$ cat src/rtl/sdram_pkg.sv
`default_nettype none
// ============================================================================
// Module      : sdram_pkg
// Description : Shared widths, port indices and arbiter state encoding for
//               the three-port SDRAM arbiter.
// Revision    : 1.0 - initial release
// ============================================================================
package sdram_pkg;

    localparam int c_NUM_PORTS   = 3;
    localparam int c_PORT_W      = 2;
    localparam int c_ADDR_W      = 24;
    localparam int c_WORD_W      = 16;
    localparam int c_BURST_WORDS = 4;
    localparam int c_BURST_W     = c_WORD_W * c_BURST_WORDS;

    localparam logic [c_PORT_W-1:0] c_PORT_LCD  = 2'd0;
    localparam logic [c_PORT_W-1:0] c_PORT_DRAW = 2'd1;
    localparam logic [c_PORT_W-1:0] c_PORT_AUX  = 2'd2;

    localparam logic [1:0] c_ST_IDLE    = 2'd0;
    localparam logic [1:0] c_ST_ISSUE   = 2'd1;
    localparam logic [1:0] c_ST_WAIT    = 2'd2;
    localparam logic [1:0] c_ST_RELEASE = 2'd3;

    typedef struct packed {
        logic [c_PORT_W-1:0]  port;
        logic                 is_write;
        logic [c_ADDR_W-1:0]  addr;
        logic [c_BURST_W-1:0] data;
    } access_t;

    function automatic logic [c_NUM_PORTS-1:0] port_onehot(input logic [c_PORT_W-1:0] port);
        return c_NUM_PORTS'(1) << port;
    endfunction

endpackage
`default_nettype wire

$ cat src/rtl/sdram_grant_sel.sv
`default_nettype none
// ============================================================================
// Module      : sdram_grant_sel
// Description : Winner selection: port 0 priority with starvation guard,
//               round-robin between ports 1 and 2.
// Revision    : 1.0 - initial release
// ============================================================================
module sdram_grant_sel
    import sdram_pkg::*;
#(
    parameter int STARVE_LIMIT = 8
) (
    input  logic                   clk,
    input  logic                   rst,
    input  logic [c_NUM_PORTS-1:0] i_req,
    input  logic                   i_grant_en,
    output logic                   o_grant_valid,
    output logic [c_PORT_W-1:0]    o_grant_port
);

    localparam int c_STARVE_W = (STARVE_LIMIT < 1) ? 1 : $clog2(STARVE_LIMIT + 1);
    localparam logic [c_STARVE_W-1:0] c_STARVE_MAX = c_STARVE_W'(STARVE_LIMIT);

    logic [c_STARVE_W-1:0] r_starve_cnt;
    logic [c_PORT_W-1:0]   r_rr_ptr;
    logic                  w_low_req;
    logic                  w_starved;
    logic                  w_pick_lcd;
    logic [c_PORT_W-1:0]   w_rr_pick;

    assign w_low_req  = i_req[c_PORT_DRAW] | i_req[c_PORT_AUX];
    assign w_starved  = w_low_req && (r_starve_cnt == c_STARVE_MAX);
    assign w_pick_lcd = i_req[c_PORT_LCD] && !w_starved;

    always_comb begin
        w_rr_pick = c_PORT_AUX;
        if (i_req[c_PORT_DRAW] && i_req[c_PORT_AUX]) begin
            w_rr_pick = r_rr_ptr;
        end else if (i_req[c_PORT_DRAW]) begin
            w_rr_pick = c_PORT_DRAW;
        end
    end

    assign o_grant_valid = |i_req;
    assign o_grant_port  = w_pick_lcd ? c_PORT_LCD : w_rr_pick;

    // Counter only advances while a low-priority port is actually waiting.
    always_ff @(posedge clk) begin
        if (rst) begin
            r_starve_cnt <= '0;
            r_rr_ptr     <= c_PORT_DRAW;
        end else if (i_grant_en && o_grant_valid) begin
            if (w_pick_lcd) begin
                if (w_low_req && (r_starve_cnt != c_STARVE_MAX)) begin
                    r_starve_cnt <= r_starve_cnt + c_STARVE_W'(1);
                end
            end else begin
                r_starve_cnt <= '0;
                r_rr_ptr     <= (w_rr_pick == c_PORT_DRAW) ? c_PORT_AUX : c_PORT_DRAW;
            end
        end
    end

endmodule
`default_nettype wire

$ cat src/rtl/sdram_port_arbiter.sv
`default_nettype none
// ============================================================================
// Module      : sdram_port_arbiter
// Description : Three-port burst arbiter in front of a single SDRAM
//               controller (LCD reader, draw engine, auxiliary writer).
// Revision    : 1.0 - initial release
// ============================================================================
module sdram_port_arbiter
    import sdram_pkg::*;
#(
    parameter int STARVE_LIMIT = 8,
    parameter int TIMEOUT      = 1023
) (
    input  logic                               clk,
    input  logic                               rst,
    input  logic [c_NUM_PORTS-1:0]             iRd_Req,
    input  logic [c_NUM_PORTS-1:0]             iWr_Req,
    input  logic [c_NUM_PORTS*c_ADDR_W-1:0]    iAddr,
    input  logic [c_NUM_PORTS*c_BURST_W-1:0]   iWr_Data,
    output logic [c_NUM_PORTS-1:0]             oRd_Done,
    output logic [c_NUM_PORTS-1:0]             oWr_Done,
    output logic [c_BURST_W-1:0]               oRd_Data,
    output logic                               oSDRAM_Rd_Req,
    output logic                               oSDRAM_Wr_Req,
    output logic [c_ADDR_W-1:0]                oSDRAM_Addr,
    output logic [c_WORD_W-1:0]                oSDRAM_Wr_Data1,
    output logic [c_WORD_W-1:0]                oSDRAM_Wr_Data2,
    output logic [c_WORD_W-1:0]                oSDRAM_Wr_Data3,
    output logic [c_WORD_W-1:0]                oSDRAM_Wr_Data4,
    input  logic                               iSDRAM_Rd_Done,
    input  logic                               iSDRAM_Wr_Done,
    input  logic [c_WORD_W-1:0]                iSDRAM_Data1,
    input  logic [c_WORD_W-1:0]                iSDRAM_Data2,
    input  logic [c_WORD_W-1:0]                iSDRAM_Data3,
    input  logic [c_WORD_W-1:0]                iSDRAM_Data4,
    output logic                               oTimeout_Err
);

    localparam int c_WAIT_W = (TIMEOUT < 2) ? 1 : $clog2(TIMEOUT);
    localparam logic [c_WAIT_W-1:0] c_WAIT_LAST = c_WAIT_W'(TIMEOUT - 1);

    logic [c_ADDR_W-1:0]    w_port_addr [c_NUM_PORTS];
    logic [c_BURST_W-1:0]   w_port_data [c_NUM_PORTS];
    logic [c_NUM_PORTS-1:0] w_req;
    logic                   w_grant_valid;
    logic [c_PORT_W-1:0]    w_grant_port;
    logic                   w_done_hit;
    logic                   w_timeout;

    logic [1:0]             r_state;
    access_t                r_acc;
    logic                   r_done_pend;
    logic [c_WAIT_W-1:0]    r_wait_cnt;

    for (genvar p = 0; p < c_NUM_PORTS; p++) begin : g_port
        assign w_port_addr[p] = iAddr[p*c_ADDR_W +: c_ADDR_W];
        assign w_port_data[p] = iWr_Data[p*c_BURST_W +: c_BURST_W];
    end

    assign w_req = iRd_Req | iWr_Req;

    sdram_grant_sel #(
        .STARVE_LIMIT (STARVE_LIMIT)
    ) u_grant_sel (
        .clk           (clk),
        .rst           (rst),
        .i_req         (w_req),
        .i_grant_en    (r_state == c_ST_IDLE),
        .o_grant_valid (w_grant_valid),
        .o_grant_port  (w_grant_port)
    );

    // Only the done pulse matching the issued direction counts, once per access.
    assign w_done_hit = (r_state == c_ST_WAIT) && !r_done_pend &&
                        (r_acc.is_write ? iSDRAM_Wr_Done : iSDRAM_Rd_Done);
    assign w_timeout  = (r_state == c_ST_WAIT) && !r_done_pend && !w_done_hit &&
                        (r_wait_cnt == c_WAIT_LAST);

    always_ff @(posedge clk) begin
        if (rst) begin
            r_state         <= c_ST_IDLE;
            r_acc           <= '0;
            r_done_pend     <= 1'b0;
            r_wait_cnt      <= '0;
            oRd_Done        <= '0;
            oWr_Done        <= '0;
            oRd_Data        <= '0;
            oSDRAM_Rd_Req   <= 1'b0;
            oSDRAM_Wr_Req   <= 1'b0;
            oSDRAM_Addr     <= '0;
            oSDRAM_Wr_Data1 <= '0;
            oSDRAM_Wr_Data2 <= '0;
            oSDRAM_Wr_Data3 <= '0;
            oSDRAM_Wr_Data4 <= '0;
            oTimeout_Err    <= 1'b0;
        end else begin
            oRd_Done <= '0;
            oWr_Done <= '0;
            case (r_state)
                c_ST_IDLE: begin
                    if (w_grant_valid) begin
                        r_acc.port     <= w_grant_port;
                        r_acc.is_write <= iWr_Req[w_grant_port];
                        r_acc.addr     <= w_port_addr[w_grant_port];
                        r_acc.data     <= w_port_data[w_grant_port];
                        r_state        <= c_ST_ISSUE;
                    end
                end
                c_ST_ISSUE: begin
                    oSDRAM_Addr     <= r_acc.addr;
                    oSDRAM_Wr_Data1 <= r_acc.data[0*c_WORD_W +: c_WORD_W];
                    oSDRAM_Wr_Data2 <= r_acc.data[1*c_WORD_W +: c_WORD_W];
                    oSDRAM_Wr_Data3 <= r_acc.data[2*c_WORD_W +: c_WORD_W];
                    oSDRAM_Wr_Data4 <= r_acc.data[3*c_WORD_W +: c_WORD_W];
                    oSDRAM_Wr_Req   <= r_acc.is_write;
                    oSDRAM_Rd_Req   <= !r_acc.is_write;
                    r_wait_cnt      <= '0;
                    r_done_pend     <= 1'b0;
                    r_state         <= c_ST_WAIT;
                end
                c_ST_WAIT: begin
                    if (r_done_pend) begin
                        if (r_acc.is_write) begin
                            oWr_Done <= port_onehot(r_acc.port);
                        end else begin
                            oRd_Done <= port_onehot(r_acc.port);
                        end
                        r_done_pend <= 1'b0;
                        r_state     <= c_ST_RELEASE;
                    end else if (w_done_hit) begin
                        oSDRAM_Rd_Req <= 1'b0;
                        oSDRAM_Wr_Req <= 1'b0;
                        if (!r_acc.is_write) begin
                            oRd_Data <= {iSDRAM_Data4, iSDRAM_Data3, iSDRAM_Data2, iSDRAM_Data1};
                        end
                        r_done_pend <= 1'b1;
                    end else if (w_timeout) begin
                        oSDRAM_Rd_Req <= 1'b0;
                        oSDRAM_Wr_Req <= 1'b0;
                        oTimeout_Err  <= 1'b1;
                        r_state       <= c_ST_IDLE;
                    end else begin
                        r_wait_cnt <= r_wait_cnt + c_WAIT_W'(1);
                    end
                end
                c_ST_RELEASE: begin
                    r_state <= c_ST_IDLE;
                end
                default: begin
                    r_state <= c_ST_IDLE;
                end
            endcase
        end
    end

endmodule
`default_nettype wire

$ cat config.mk
export PLATFORM = sky130hd
export DESIGN_NAME = sdram_port_arbiter
export DESIGN_NICKNAME = d
export VERILOG_FILES = /design/src/rtl/sdram_pkg.sv /design/src/rtl/sdram_grant_sel.sv /design/src/rtl/sdram_port_arbiter.sv
export SDC_FILE = /design/constraint.sdc
export NUM_CORES = 1
export LEC_CHECK = 0
export ABC_AREA = 0
export CORE_ASPECT_RATIO = 0.75
export CORE_MARGIN = 5
export CORE_UTILIZATION = 35
export CTS_CLUSTER_SIZE = 28
export DETAILED_ROUTE_END_ITERATION = 8
export PLACE_DENSITY = 0.69
export SLEW_MARGIN = 0
export SYNTH_ARGS = -nofsm -noshare
export SYNTH_HDL_FRONTEND = slang
export SYNTH_SLANG_ARGS = --single-unit
$ cat constraint.sdc
create_clock -name clk -period 2.16 [get_ports clk]
set_clock_uncertainty 0.15 [all_clocks]
set_input_delay 0.432 -clock clk [delete_from_list [all_inputs] [get_ports clk]]
set_output_delay 0.432 -clock clk [all_outputs]
set_load 0.01 [all_outputs]
==> run metrics, run 1 <==
Top Family by Delay on Critical Path buffers and inverters; Multi-input gate area 5550 um2; vias 11,231; RSZ-0062 raised after global routing yes; synthesis-to-layout area growth 63.0%; core area 32,100 um2; GR Util met2 37.7%; num rows 57; GR Util met1 26.7%; Layout Utilization 57.4%; Seq/Total Area, Yosys 48.0%; Post-synth EDFFs 0; Port-buffer cells 498; yosys warns 0; distinct cell type count of the synthesized netlist 50; maximum clock rate 0.470 GHz; initial core utilization 35.2%; post-route DRC violation count 0; Root Buffer clkbuf_16; largest net degree at the start of global routing 86; worst relative slew slack 66.8%; WL per Instance 19.6 um; required time worst endpoint 1.58 ns; grt ovf 0; Period minus WS final 2.13 ns; final worst path period share 98.4%; Final Net Count 2,093; Total Wirelength 42.6 mm; crit path buf inv count 1; Cells after Synth 1,250; Mapped Avg Cell Area 9.04 um2; Setup WS post-layout 0.0338 ns; Critical Path Source Type flop; Antenna Cells 0; Critical Path Fanout Max 2; first-pass GRT wire length 63.9 mm; Max clock buf depth 3; delay of the slowest critical-path stage 0.59 ns; Pwr per Cell Area 784 nW/um2; Final setup violation count 0; Worst EP arrival 1.54 ns; CTS Buf Count 28; M3 GR Usage 5.99%; die height 166 um; DR iter-0 viols 777; WS Path Type reg -> out; H-tree depth 1; dpl cells 2,118; Detailed Routing Iterations Pass 1 5; GR peak layer met2; HPWL after DPL 30.6 mm; Async S/R FF share, synth 0%; status finished, final reports clean; ys flop type dfxtp_1; slowest CP cell clkdlybuf4s50_1; max_cap viols 0; worst vdd ir 468 uV; clock latency on the worst-skew pair 0.55 ns; Worst-Margin Slew 0.497 ns; clk sinks 271; Leak Pwr 7.16 nW; mapped cell area 11,300 um2; post-route ant nets 0; WHS 0.272 ns; worst-path cell chain clkdlybuf4s50_1; register area 5430 um2; DIE AREA 36,000 um2; initial antenna violation count 0; CTS tree built; Syn Nets 1,596; GRT Total Usage 21.8%; routability cong. 0.847; Fill cells 2,841; Reg clk slew, reported paths 0.06 ns; Place WS -0.540 ns; chip width 218 um; worst min path class in -> reg; Boundary Pins 499; final cell count without fillers 2,176; share of post-route cells with drive strength above 1 8.39%; CP endpoint kind primary output; DR vias/cell 5.16; Seq cells post-synth 271; Pins Over Slew Limit 0; Hold Fails Final Rpt 0; vias in the first global route 11,245
[synth_stat cells (3+ instances only)]
master,number,area (um2)
buf_2,24,120
a2111o_1,4,45.0
or2_2,4,25.0
nor2_1,102,383
o21ai_0,98,490
a21oi_1,165,826
ha_1,8,100
nor3_1,3,15.0
dfxtp_1,271,5430
nand2_1,149,559
mux2i_1,180,1800
nand3_1,8,40.0
nand2b_1,5,31.3
nand3b_1,3,22.5
inv_1,10,37.5
buf_6,4,45.0
clkbuf_1,65,244
or3_1,5,31.3
nand4_1,5,31.3
buf_1,10,37.5
a211oi_1,91,683
[cell type report]
| cell class | count | area share, % |
|---|---|---|
| Sequential cell | 271 | 29.5 |
| Multi-Input combinational cell | 865 | 30.1 |
| Clock buffer | 38 | 4.39 |
| Tap cell | 413 | 2.80 |
| Inverter | 10 | 0.204 |
| Clock inverter | 8 | 0.740 |
| Timing Repair Buffer | 571 | 32.3 |
[path summary, 6_finish.rpt]
kind,from,cells past startpoint,to,slack (ns)
max reg2reg,u_grant_sel.r_starve_cnt[0],9,r_acc[15],0.07
min,iSDRAM_Data2[0],3,oRd_Data[16],0.27
max,oSDRAM_Wr_Data3[4],1,oSDRAM_Wr_Data3[4],0.03
min reg2reg,oRd_Data[39],2,oRd_Data[39],0.30
[per-layer routing]
metal  vias to the layer above  share of wire (%)
li1                       5433                  -
met1                      5327                 41
met2                       394                 49
met3                        77                7.3
met4                         0                3.0
met5                         -                  0
[stage by stage]
step | total power [mW] | area (um2) | TNS (ns)
floorplan | 7.52 | 11300 | 0
global placement | 9.40 | 17100 | -37.96
detailed placement | 9.45 | 17100 | -41.01
CTS | 14.5 | 18100 | 0
global route | 15.1 | 18400 | -0.221
finish | 14.4 | 18400 | 0
[where the power goes]
group | switching, mW | leakage (nW) | total (mW) | internal (mW)
logic | 1.67 | 4.48 | 3.58 | 1.91
registers | 0.318 | 2.22 | 5.87 | 5.55
clock network | 2.03 | 0.461 | 5.00 | 2.96
[registers in the layout, indices dropped and copies added, names as in the netlist, 2 cells and up]
name                      count
r_acc                        91
oRd_Data                     64
oSDRAM_Addr                  24
oSDRAM_Wr_Data1              16
oSDRAM_Wr_Data2              16
oSDRAM_Wr_Data3              16
oSDRAM_Wr_Data4              16
r_wait_cnt                   10
u_grant_sel.r_starve_cnt      4
oRd_Done                      3
oWr_Done                      3
r_state                       2
u_grant_sel.r_rr_ptr          2
[cell families (layout without fill, tap and decap cells)]
group	count (synthesis)	in the layout	synth area share [%]
buffers and inverters	114	627	4.35
AND/OR/NAND/NOR	295	295	10.8
multiplexers	182	182	16.2
AO/OA/AOI/OAI	380	380	19.8
flip-flops	271	271	48.0
adder cells (fa/ha/maj)	8	8	0.886
[placed cells by master (no fill, tap or decap), types with 24 or more instances in the layout]
cell,Yosys,routed
clkbuf_16,0,34
mux2i_1,180,173
a211oi_1,91,88
buf_4,1,41
o21ai_0,98,97
clkdlybuf4s50_1,0,493
nor2_1,102,102
dfxtp_1,271,270
nand2_1,149,148
buf_12,0,24
a21oi_1,165,165
[timing repair]
action / in CTS / in global routing
gates cloned: 0 / 7
pin swaps: 1 / 2
resized for setup: 4 / 27
endpoints found under the setup margin: 44 / 69
hold buffers: 1 / 0
endpoints found under the hold margin: 10 / 0
setup buffers: 1 / 3
[worst reg2reg max path, stage by stage, from the launching register on]
cell and delay, ns:
dfxtp_2 0.33, inv_1 0.06, ha_2 0.18, and3b_1 0.17
o211ai_1 0.15, buf_4 0.23, buf_12 0.13, clkbuf_16 0.18
mux2i_2 0.27, a211oi_1 0.12
No activity file was read; power rests on OpenSTA's default activity.
==> inputs of run 2 (changes only) <==
Clock period 2.16 ns to 2.5 ns, I/O delays scaled along.
==> run 2 against run 1 <==
Net effect:
- combinational power shrank 19%
- design area shrank 2.6%
- power down 15%
- die area unchanged
- sequential power decreased by 14%
- highest routed layer is now met5
==> run metrics, run 2 (same netlist as run 1, synthesis figures left out) <==
hold buffers post-CTS 0 (-1); H-tree depth 1 (unchanged); largest net degree at the start of global routing 112 (+30%); most common cell after layout, fill and taps aside clkdlybuf4s50_1; hold wc startpoint rst; first-pass GRT wire length 64.1 mm (+0.36%); num rows 57 (unchanged); Pins Over Slew Limit 0 (unchanged); Critical Path Fanout Max 25 (+23); Total Wirelength 41.4 mm (-2.7%); required time worst endpoint 2.77 ns (+1.19 ns); GRT Total Usage 21.7% (-0.061 points); CP endpoint kind flop; max reg flops 91 (unchanged); Boundary Pins 499 (unchanged); core area 32,100 um2 (unchanged); Critical Path Source Type flop; synthesis-to-layout area growth 58.7%; DR vias/cell 5.13 (-0.70%); DR iter-0 viols 656 (-16%); WL per Instance 19.2 um (-2.0%); clk sinks 271 (unchanged); post-route DRC violation count 0 (unchanged); post-route ant nets 0 (unchanged); Final Net Count 2,070 (-1.1%); worst r2r src u_grant_sel.r_starve_cnt[0]; DIE AREA 36,000 um2 (unchanged); Critical Path Source u_grant_sel.r_starve_cnt[0]; WS Path Type reg -> reg; Reg clk slew, reported paths 0.06 ns (about the same); Setup WS post-layout 0.106 ns (+0.0725 ns); Worst EP arrival 2.67 ns (+1.13 ns); routability cong. 0.834 (-1.5%); CTS tree built; Leak Pwr 6.95 nW (-3.0%); initial core utilization 35.2% (unchanged); Final setup violation count 0 (unchanged); Detailed Routing Iterations Pass 1 4 (-1); final worst path period share 95.7%; worst min path class in -> reg; clock latency on the worst-skew pair 0.55 ns (about the same); WHS 0.0460 ns (-0.226 ns); worst vdd ir 399 uV (-15%); chip width 218 um (unchanged); Port-buffer cells 498 (unchanged); status finished, final reports clean; initial antenna violation count 1 (+1); share of post-route cells with drive strength above 1 6.41% (-2.0 points); grt ovf 0 (unchanged); worst relative slew slack 61.8% (-5.1 points); Pwr per Cell Area 682 nW/um2 (-13%); Max clock buf depth 3 (unchanged); RSZ-0062 raised after global routing no; CTS Buf Count 29 (+3.6%); maximum clock rate 0.418 GHz; Root Buffer clkbuf_16; largest register by flop count r_acc; Antenna Cells 0 (unchanged); Hold Fails Final Rpt 0 (unchanged); most frequent cells in the layout 497 x clkdlybuf4s50_1, 271 x dfxtp_1, 180 x mux2i_1; vias 11,070 (-1.4%); vias in the first global route 11,313 (+0.60%); Resized Gates After CTS 0 (-4); total setup buffers inserted after CTS 0 (-1); die height 166 um (unchanged); biggest regs r_acc x91, oRd_Data x64, oSDRAM_Addr x24; Fill cells 2,885 (+1.5%); Period minus WS final 2.39 ns; max_cap viols 0 (unchanged); Worst-Margin Slew 0.574 ns (+0.0765 ns); Place WS -0.240 ns (+0.300 ns); HPWL after DPL 30.4 mm (-0.56%)
==> run 2: worst paths after layout <==
check | to | slack [ns] | depth (start not counted)
worst min register to register | oRd_Data[0] | 0.30 | 2
worst min-delay path | u_grant_sel.r_starve_cnt[3] | 0.05 | 2
worst max-delay path | r_acc[12] | 0.11 | 9
worst max register to register | r_acc[12] | 0.11 | 9
==> run 2: where the power goes <==
part | leakage [nW] | internal, mW | switching (mW)
Sequential | 2.22 | 4.79 | 0.274
Clock | 0.469 | 2.50 | 1.78
Combinational | 4.26 | 1.51 | 1.38
==> run 2: routing by layer <==
metal  global-route usage [%]  up-vias  share of wire (%)
met5                        0        -              0.048
met1                     27.0     5207                 42
met2                     36.7      389                 47
met3                     5.91       89                7.2
met4                     6.98        2                3.5
li1                         -     5383                  -
==> run 2: critical path, cell delays in order (launching register included) <==
cell      delay (ns)
dfxtp_1         0.37
inv_1           0.07
ha_1            0.21
and3b_1         0.22
o211ai_1        0.20
buf_4           0.16
buf_12          0.20
mux2i_1         0.41
buf_4           0.18
a211oi_1        0.06
==> run 2: per-stage QoR <==
step                      setup TNS (ns)  utilization [%]  instances  power, mW  instance area, um2
after floorplan                        0                -       1250       6.50               11300
after global placement             -8.56             52.9       2105       8.00               17000
after detailed placement          -14.96             52.9       2105       8.04               17000
after CTS                              0             55.9       2159       12.4               17900
after global routing                   0             55.9       2160       12.8               17900
final                                  0             55.9       2160       12.2               17900
==> run 2: cell type report <==
type | instances | area [um2] | share of cell area (%)
Multi-Input combinational cell | 865 | 5440 | 30.3
Inverter | 10 | 37.5 | 0.209
Sequential cell | 271 | 5430 | 30.2
Timing Repair Buffer | 547 | 5570 | 31.0
Clock buffer | 40 | 817 | 4.55
Clock inverter | 14 | 136 | 0.760
Tap cell | 413 | 517 | 2.88
==> inputs of run 3 (changes only) <==
Settings changed: CTS_BUF_LIST set to sky130_fd_sc_hd__clkbuf_4 sky130_fd_sc_hd__clkbuf_8.
==> run 3 against run 2 <==
Net effect:
- design area rose by 0.11%
- non-clock buffer count rose by 1
- critical path depth unchanged
- combinational power about the same
- die area did not move
- maximum frequency increased by 0.48%
- count of clock-buffer cells in the layout is 35 higher
- worst setup slack gained 0.011 ns
- core utilization increased by 0.062 points
- power decreased by 1.0%
- critical endpoint unchanged
- largest power group unchanged
==> run metrics, run 3 (same netlist as run 1, synthesis figures left out) <==
status finished, final reports clean; vias 11,191 (+1.1%); HPWL after DPL 30.4 mm (unchanged); routability cong. 0.834 (unchanged); Fill cells 2,864 (-0.73%); share of post-route cells with drive strength above 1 8.22% (+1.8 points); Detailed Routing Iterations Pass 1 5 (+1); dpl cells 2,105 (unchanged); first-pass GRT wire length 64.8 mm (+1.1%); WL per Instance 19.1 um (-0.41%); Final setup violation count 0 (unchanged); WHS 0.301 ns (+0.255 ns); Reg clk slew, reported paths 0.07 ns (about the same); hold wc startpoint oRd_Data[0]; Total Wirelength 41.8 mm (+0.93%); clk sinks 271 (unchanged); RSZ-0062 raised after global routing no; Worst-Margin Slew 0.589 ns (+0.0155 ns); die height 166 um (unchanged); DIE AREA 36,000 um2 (unchanged); grt ovf 0 (unchanged); hold path depth 2 (unchanged); Fin Setup TNS 0 ns (unchanged); most common cell after layout, fill and taps aside clkdlybuf4s50_1; Critical Path Fanout Max 25 (unchanged); max_cap viols 0 (unchanged); Boundary Pins 499 (unchanged); Max clock buf depth 3 (unchanged); CTS tree built; Pins Over Slew Limit 0 (unchanged); max reg flops 91 (unchanged); largest register by flop count r_acc; chip width 218 um (unchanged); vias in the first global route 11,453 (+1.2%); WS Path Type reg -> reg; register area 5430 um2 (unchanged); worst flop-to-flop path endpoint r_acc[12]; initial antenna violation count 1 (unchanged); biggest regs r_acc x91, oRd_Data x64, oSDRAM_Addr x24; Pwr per Cell Area 674 nW/um2 (-1.1%); CP endpoint kind flop; CTS Buf Count 46 (+59%); Leak Pwr 7.00 nW (+0.78%); synthesis-to-layout area growth 58.9%; most frequent cells in the layout 497 x clkdlybuf4s50_1, 271 x dfxtp_1, 180 x mux2i_1; GRT Total Usage 22.0% (+0.32 points); Critical Path Source Type flop; DR vias/cell 5.11 (-0.25%); Port-buffer cells 498 (unchanged); required time worst endpoint 2.78 ns (about the same); reg-to-reg slack, setup 0.12 ns (about the same); maximum clock rate 0.420 GHz (+0.48%); Final Net Count 2,088 (+0.87%); r2r worst-path depth 9 (unchanged); Worst Hold Path EP oRd_Data[0]; Period minus WS final 2.38 ns (-0.0115 ns); Multi-input gate area 5440 um2 (unchanged); Hold Fails Final Rpt 0 (unchanged); Antenna Cells 0 (unchanged); initial core utilization 35.2% (unchanged); final cell count without fillers 2,189 (+1.3%); final worst path period share 95.3% (-0.46 points); H-tree depth 2 (+1); Place WS -0.240 ns (unchanged); largest net degree at the start of global routing 112 (unchanged); worst min path class reg -> reg; num rows 57 (unchanged); worst vdd ir 325 uV (-18%); worst r2r src u_grant_sel.r_starve_cnt[0]; worst relative slew slack 60.7% (-1.0 points); post-route DRC violation count 0 (unchanged); Root Buffer clkbuf_8; clock latency on the worst-skew pair 0.56 ns (about the same); DR iter-0 viols 575 (-12%); core area 32,100 um2 (unchanged); Setup WS post-layout 0.118 ns (+0.0115 ns); post-route ant nets 0 (unchanged); Worst EP arrival 2.66 ns (about the same)
==> run 3: area by class of cell <==
type,instances,share of cell area [%]
clock buffers,75,5.16
clock inverters,7,0.209
inverters,10,0.209
multi-input cells,865,30.3
flip-flops and latches,271,30.2
well taps,413,2.88
repair buffers,548,31.1
==> run 3: per-stage QoR <==
stage	cell area (um2)	utilization [%]	total power, mW
after floorplan	11300	-	6.50
after global placement	17000	52.9	8.00
after detailed placement	17000	52.9	8.04
after CTS	18000	55.9	12.3
after global routing	18000	56.0	12.7
final	18000	56.0	12.1
==> run 3: what timing repair did <==
| action | CTS | global route |
|---|---|---|
| endpoints found under the hold margin | 8 | 0 |
| hold buffers | 1 | 0 |
| setup buffers | 0 | 1 |
| setup endpoints to repair | 0 | 20 |
| resized for setup | 0 | 0 |
==> run 3: per-layer routing <==
layer	GRT usage [%]	part of all wire, %	routed length, um	vias to the layer above
li1	-	-	-	5415
met1	27.1	42	17500	5266
met2	36.8	47	19700	418
met3	6.51	7.6	3190	90
met4	7.80	3.3	1400	2
met5	0	0.048	20	-
==> run 3: worst max-delay path by stage <==
stage	depth (start not counted)	slack [ns]	end	start
final	9	0.12	r_acc[12]	u_grant_sel.r_starve_cnt[0]
after global routing	9	0.04	r_acc[12]	u_grant_sel.r_starve_cnt[0]
after CTS	8	0.03	r_acc[12]	u_grant_sel.r_starve_cnt[0]
after detailed placement	7	-0.24	r_acc[12]	iWr_Req[1]
after global placement	7	-0.19	r_acc[12]	iRd_Req[1]
after floorplan	7	0.49	r_acc[77]	iRd_Req[1]
==> run 3: critical path, cell delays in order, from the launching register on <==
cell and delay [ns]:
dfxtp_1 0.37, inv_1 0.07, ha_1 0.21, and3b_1 0.22, o211ai_1 0.18, buf_4 0.16, buf_12 0.20, mux2i_1 0.41
buf_4 0.18, a211oi_1 0.06
==> run 3: power breakdown <==
part           switching (mW)  internal (mW)
Combinational            1.38           1.51
Clock                    1.81           2.33
Sequential              0.274           4.80
Total                    3.47           8.64
==> variant 1 (settings of run 3) <==
Set the package constant `c_PORT_W` to 3 (it was 2).
--- a/src/rtl/sdram_pkg.sv
+++ b/src/rtl/sdram_pkg.sv
@@ -10,3 +10,3 @@
     localparam int c_NUM_PORTS   = 3;
-    localparam int c_PORT_W      = 2;
+    localparam int c_PORT_W      = 3;
     localparam int c_ADDR_W      = 24;
Formal check against the unedited RTL: no difference found for any inputs over 4 cycles, from zero or initial values and one cycle with rst high; that may be too few to reach the edited logic, so the function may still have changed.
==> variant 1 against run 3 <==
Via count fell by 0.31%; first-iteration DRC count rose by 25%; global-route usage fell by 0.25 points; setup slack improved by 70 ps; sequential cell count did not move; synthesized area rose by 0.63%; wire length fell by 0.42%; non-clock buffer count fell by 2; cell area barely moved; total power fell by 1.4%; critical endpoint is now r_acc[49].
==> variant 1: results (changes against run 3) <==
synth_mux_area_share_pct: 15.90  # -0.28 points
clk_latency_ps: 550
hold_depth: 2  # unchanged
hold_class: "in2reg"
place_ws_ps: -321.3  # -80.85 ps
vias: 11160  # -0.31%
drt_iter0_drc: 721  # +25%
place_inst: 2134  # +1.4%
crit_slowest_cell: "dfxtp_1"
p_leak_nw: 6.974  # -0.39%
endpoint: "r_acc[49]"
hold_start: "rst"
nonClkBufAreaFrac_pct: 30.87  # -0.18 points
synth.distinct_cells: 54  # +8.0%
worst_hold_slack_ps: 60.66  # -240.2 ps
fin_ws_ps: 187.4  # +69.64 ps
clk_share_pct: 5.104  # -0.26 points
n_fill_cell: 2897  # +1.2%
post_synth.cell_area_avg_um2: 9.099  # +0.63%
worstSetupStartpoint: "u_grant_sel.r_starve_cnt[0]"
synth_area_leaders: "dfxtp_1, mux2i_1, a21oi_1, a211oi_1, nand2_1"
peakVddDrop_mv: 0.3224  # -0.92%
inverters: 12  # +2
dp_hpwl_um: 30330  # -0.40%
vias_per_cell: 5.046  # -1.3%
wl_um: 41660  # -0.42%
num-nonclk-buffers: 546  # -0.36%
place_congestion: 0.8684  # +4.1%
path_max_fanout: 26  # +4.0%
synthTopCellsByCount: "dfxtp_1, mux2i_1, a21oi_1"
antennaDiodeCount: 0  # unchanged
worst_pin_slew_ps: 692.4  # +103.1 ps
r2r_end: "r_acc[49]"
drive_gt1_share_pct: 7.971  # -0.25 points
netlist_area_mm2: 0.01137  # +0.63%
comb.multi_input.count: 864  # -0.12%
multi_input_area_share_pct: 30.51  # +0.22 points
gr-usage-all-layers_pct: 21.78  # -0.25 points
outcome: "finished clean"
cts_buffers: 44  # -4.3%
seq_cell_count: 271  # unchanged
place_area_mm2: 0.01705  # +0.39%
grt_max_degree: 94  # -16%
seq_area_share_pct: 30.19  # about the same
synth_compound_area_share_pct: 20.28  # +0.45 points
critPathMaxStageDelay_ps: 370  # -40 ps
synthAdderAreaFrac_pct: 0.8801  # -0.0056 points
nClkBuffers: 67  # -11%
cp.arrival_ps: 2580  # -80 ps
holdPathEnd: "oRd_Data[24]"
yosysSeqAreaShare_pct: 47.70  # -0.30 points
post_cts_buffers: 0  # unchanged
grt_pass1_wl_um: 63530  # -2.0%
final_util_pct: 55.74  # -0.22 points
first_pass_iters: 5  # unchanged
grt_antenna_before_repair: 3  # +2
==> variant 1: changes by cell type in the layout (fill, tap and decap cells not counted), moves of 3 or more <==
cell	run 3	this run
clkbuf_8	58	55
clkbuf_4	17	12
or4_1	1	4
o31ai_1	1	5
nand2_1	148	145
or2_2	4	1
==> variant 1: logic make-up (layout without fill, tap and decap cells) <==
| kind of cell | after synthesis | count (layout) |
|---|---|---|
| mux | 180 | 180 |
| compound gates | 386 | 386 |
| buf+inv | 115 | 634 |
| simple gates | 290 | 290 |
| fa+ha+maj | 8 | 8 |
| flops | 271 | 271 |
==> variant 1: power by group <==
part	leakage [nW]	internal, mW	total [mW]	switching, mW
Clock	0.496	2.26	4.00	1.74
Combinational	4.26	1.50	2.88	1.39
Sequential	2.22	4.80	5.06	0.265
==> variant 1: per-layer routing <==
metal	global-route usage (%)	part of all wire, %	routed length (um)
met5	0	0.048	20
met2	36.22	47	19670
met3	6.433	8.2	3412
met1	26.92	41	17120
met4	7.778	3.4	1433
==> variant 2 (flow settings as in run 3) <==
Without the edit above. One comparison of `r_starve_cnt` changes from == to >=.
--- a/src/rtl/sdram_grant_sel.sv
+++ b/src/rtl/sdram_grant_sel.sv
@@ -31,3 +31,3 @@
     assign w_low_req  = i_req[c_PORT_DRAW] | i_req[c_PORT_AUX];
-    assign w_starved  = w_low_req && (r_starve_cnt == c_STARVE_MAX);
+    assign w_starved  = w_low_req && (r_starve_cnt >= c_STARVE_MAX);
     assign w_pick_lcd = i_req[c_PORT_LCD] && !w_starved;
Behaviour: no difference found for any inputs over 4 cycles, from zero or initial values and one cycle with rst high; that may be too few to reach the edited logic, so the function may still have changed.
==> variant 2 against run 3 <==
Setup slack improved by 77 ps; synthesized cell count unchanged; wire length decreased by 0.69%; first-iteration DRC count increased by 19%; maximum frequency increased by 3.3%; total power decreased by 1.9%; cell area increased by 2.1%; synthesized area increased by 2.2%; count of clock-buffer cells in the layout unchanged; global-route usage decreased by 0.68 points; sequential cell count unchanged; final cell count increased by 2.6%; critical path type unchanged; critical endpoint is now r_wait_cnt[8]; largest cell class unchanged; largest power group unchanged.
==> variant 2: results (changes against run 3) <==
crit_slowest_cell: "nor2b_1"
hold_start: "rst"
nonClkBufAreaFrac_pct: 30.72  # -0.34 points
taps: 442  # +7.0%
clk_share_pct: 5.534  # +0.17 points
cts_buffers: 45  # -2.2%
grt_pass1_vias: 11360  # -0.79%
path_max_fanout: 9  # -64%
crit-reg2reg-launch: "r_state[0]"
p_clk_share_pct: 36.3  # +2.0 points
grt_antenna_before_repair: 0  # -1
drive_gt1_share_pct: 10.87  # +2.7 points
wl_um: 41540  # -0.69%
nNetsFinal: 2112  # +1.1%
grt_pass1_wl_um: 63280  # -2.4%
area_delta_synth_final_pct: 58.66
seq_cell_count: 271  # unchanged
drt_iter0_drc: 685  # +19%
wl_met3_um: 3072  # -3.6%
outcome: "finished clean"
p_leak_nw: 7.440  # +6.3%
drt-met1-wl_um: 17210  # -1.6%
seq_area_share_pct: 29.59  # -0.62 points
worst_hold_slack_ps: 128.9  # -172.0 ps
pwr-share-comb_pct: 22.1  # -1.8 points
place_area_mm2: 0.01732  # +2.0%
rr_worst_depth: 6  # -3
synthTopCellsByCount: "dfxtp_1, mux2i_1, nand2_1"
## variant 2: cell count changes after synthesis, moves of 9 or more
| cell | before | now |
|---|---|---|
| nand3_1 | 8 | 96 |
| o21ai_0 | 98 | 8 |
| clkbuf_1 | 65 | 38 |
| buf_2 | 24 | 33 |
| o221ai_2 | 0 | 30 |
| o221ai_1 | 0 | 57 |
| a211oi_1 | 91 | 2 |
| a21oi_1 | 165 | 79 |
| inv_1 | 10 | 97 |
## variant 2: stage by stage
stage | setup WS [ps] | power, mW | setup TNS (ps)
after floorplan | 366.9 | 6.301 | 0
after global placement | -185.3 | 7.618 | -14080
after detailed placement | -225.1 | 7.665 | -15330
after CTS | 211.1 | 12.04 | 0
after global routing | 19.10 | 12.47 | 0
final | 194.5 | 11.88 | 0
## variant 2: worst max-delay path by stage
stage | to | cells past startpoint | slack (ps) | start
after floorplan | r_acc[55] | 8 | 370 | iRd_Req[1]
after global placement | r_acc[33] | 7 | -190 | iRd_Req[1]
after detailed placement | r_acc[52] | 7 | -230 | iRd_Req[1]
after CTS | r_wait_cnt[8] | 6 | 210 | r_state[0]
after global routing | oRd_Data[50] | 7 | 20 | r_state[0]
final | r_wait_cnt[8] | 6 | 190 | r_state[0]
## variant 2: cells by family after synthesis
kind of cell | count (synthesis) | share of synthesized area [%]
AOI/OAI and AO/OA | 199 | 14.09
adders and majority gates | 8 | 0.8662
buffers and inverters | 193 | 7.146
DFF | 271 | 46.95
muxes | 187 | 16.22
and+or+nand+nor | 392 | 14.74
## variant 2: metal layers
layer  up-vias  track usage [%]
met3        59            5.650
met4         0            6.970
met2       370            36.56
met1      5210            26.17
li1       5397                -
met5         -                0
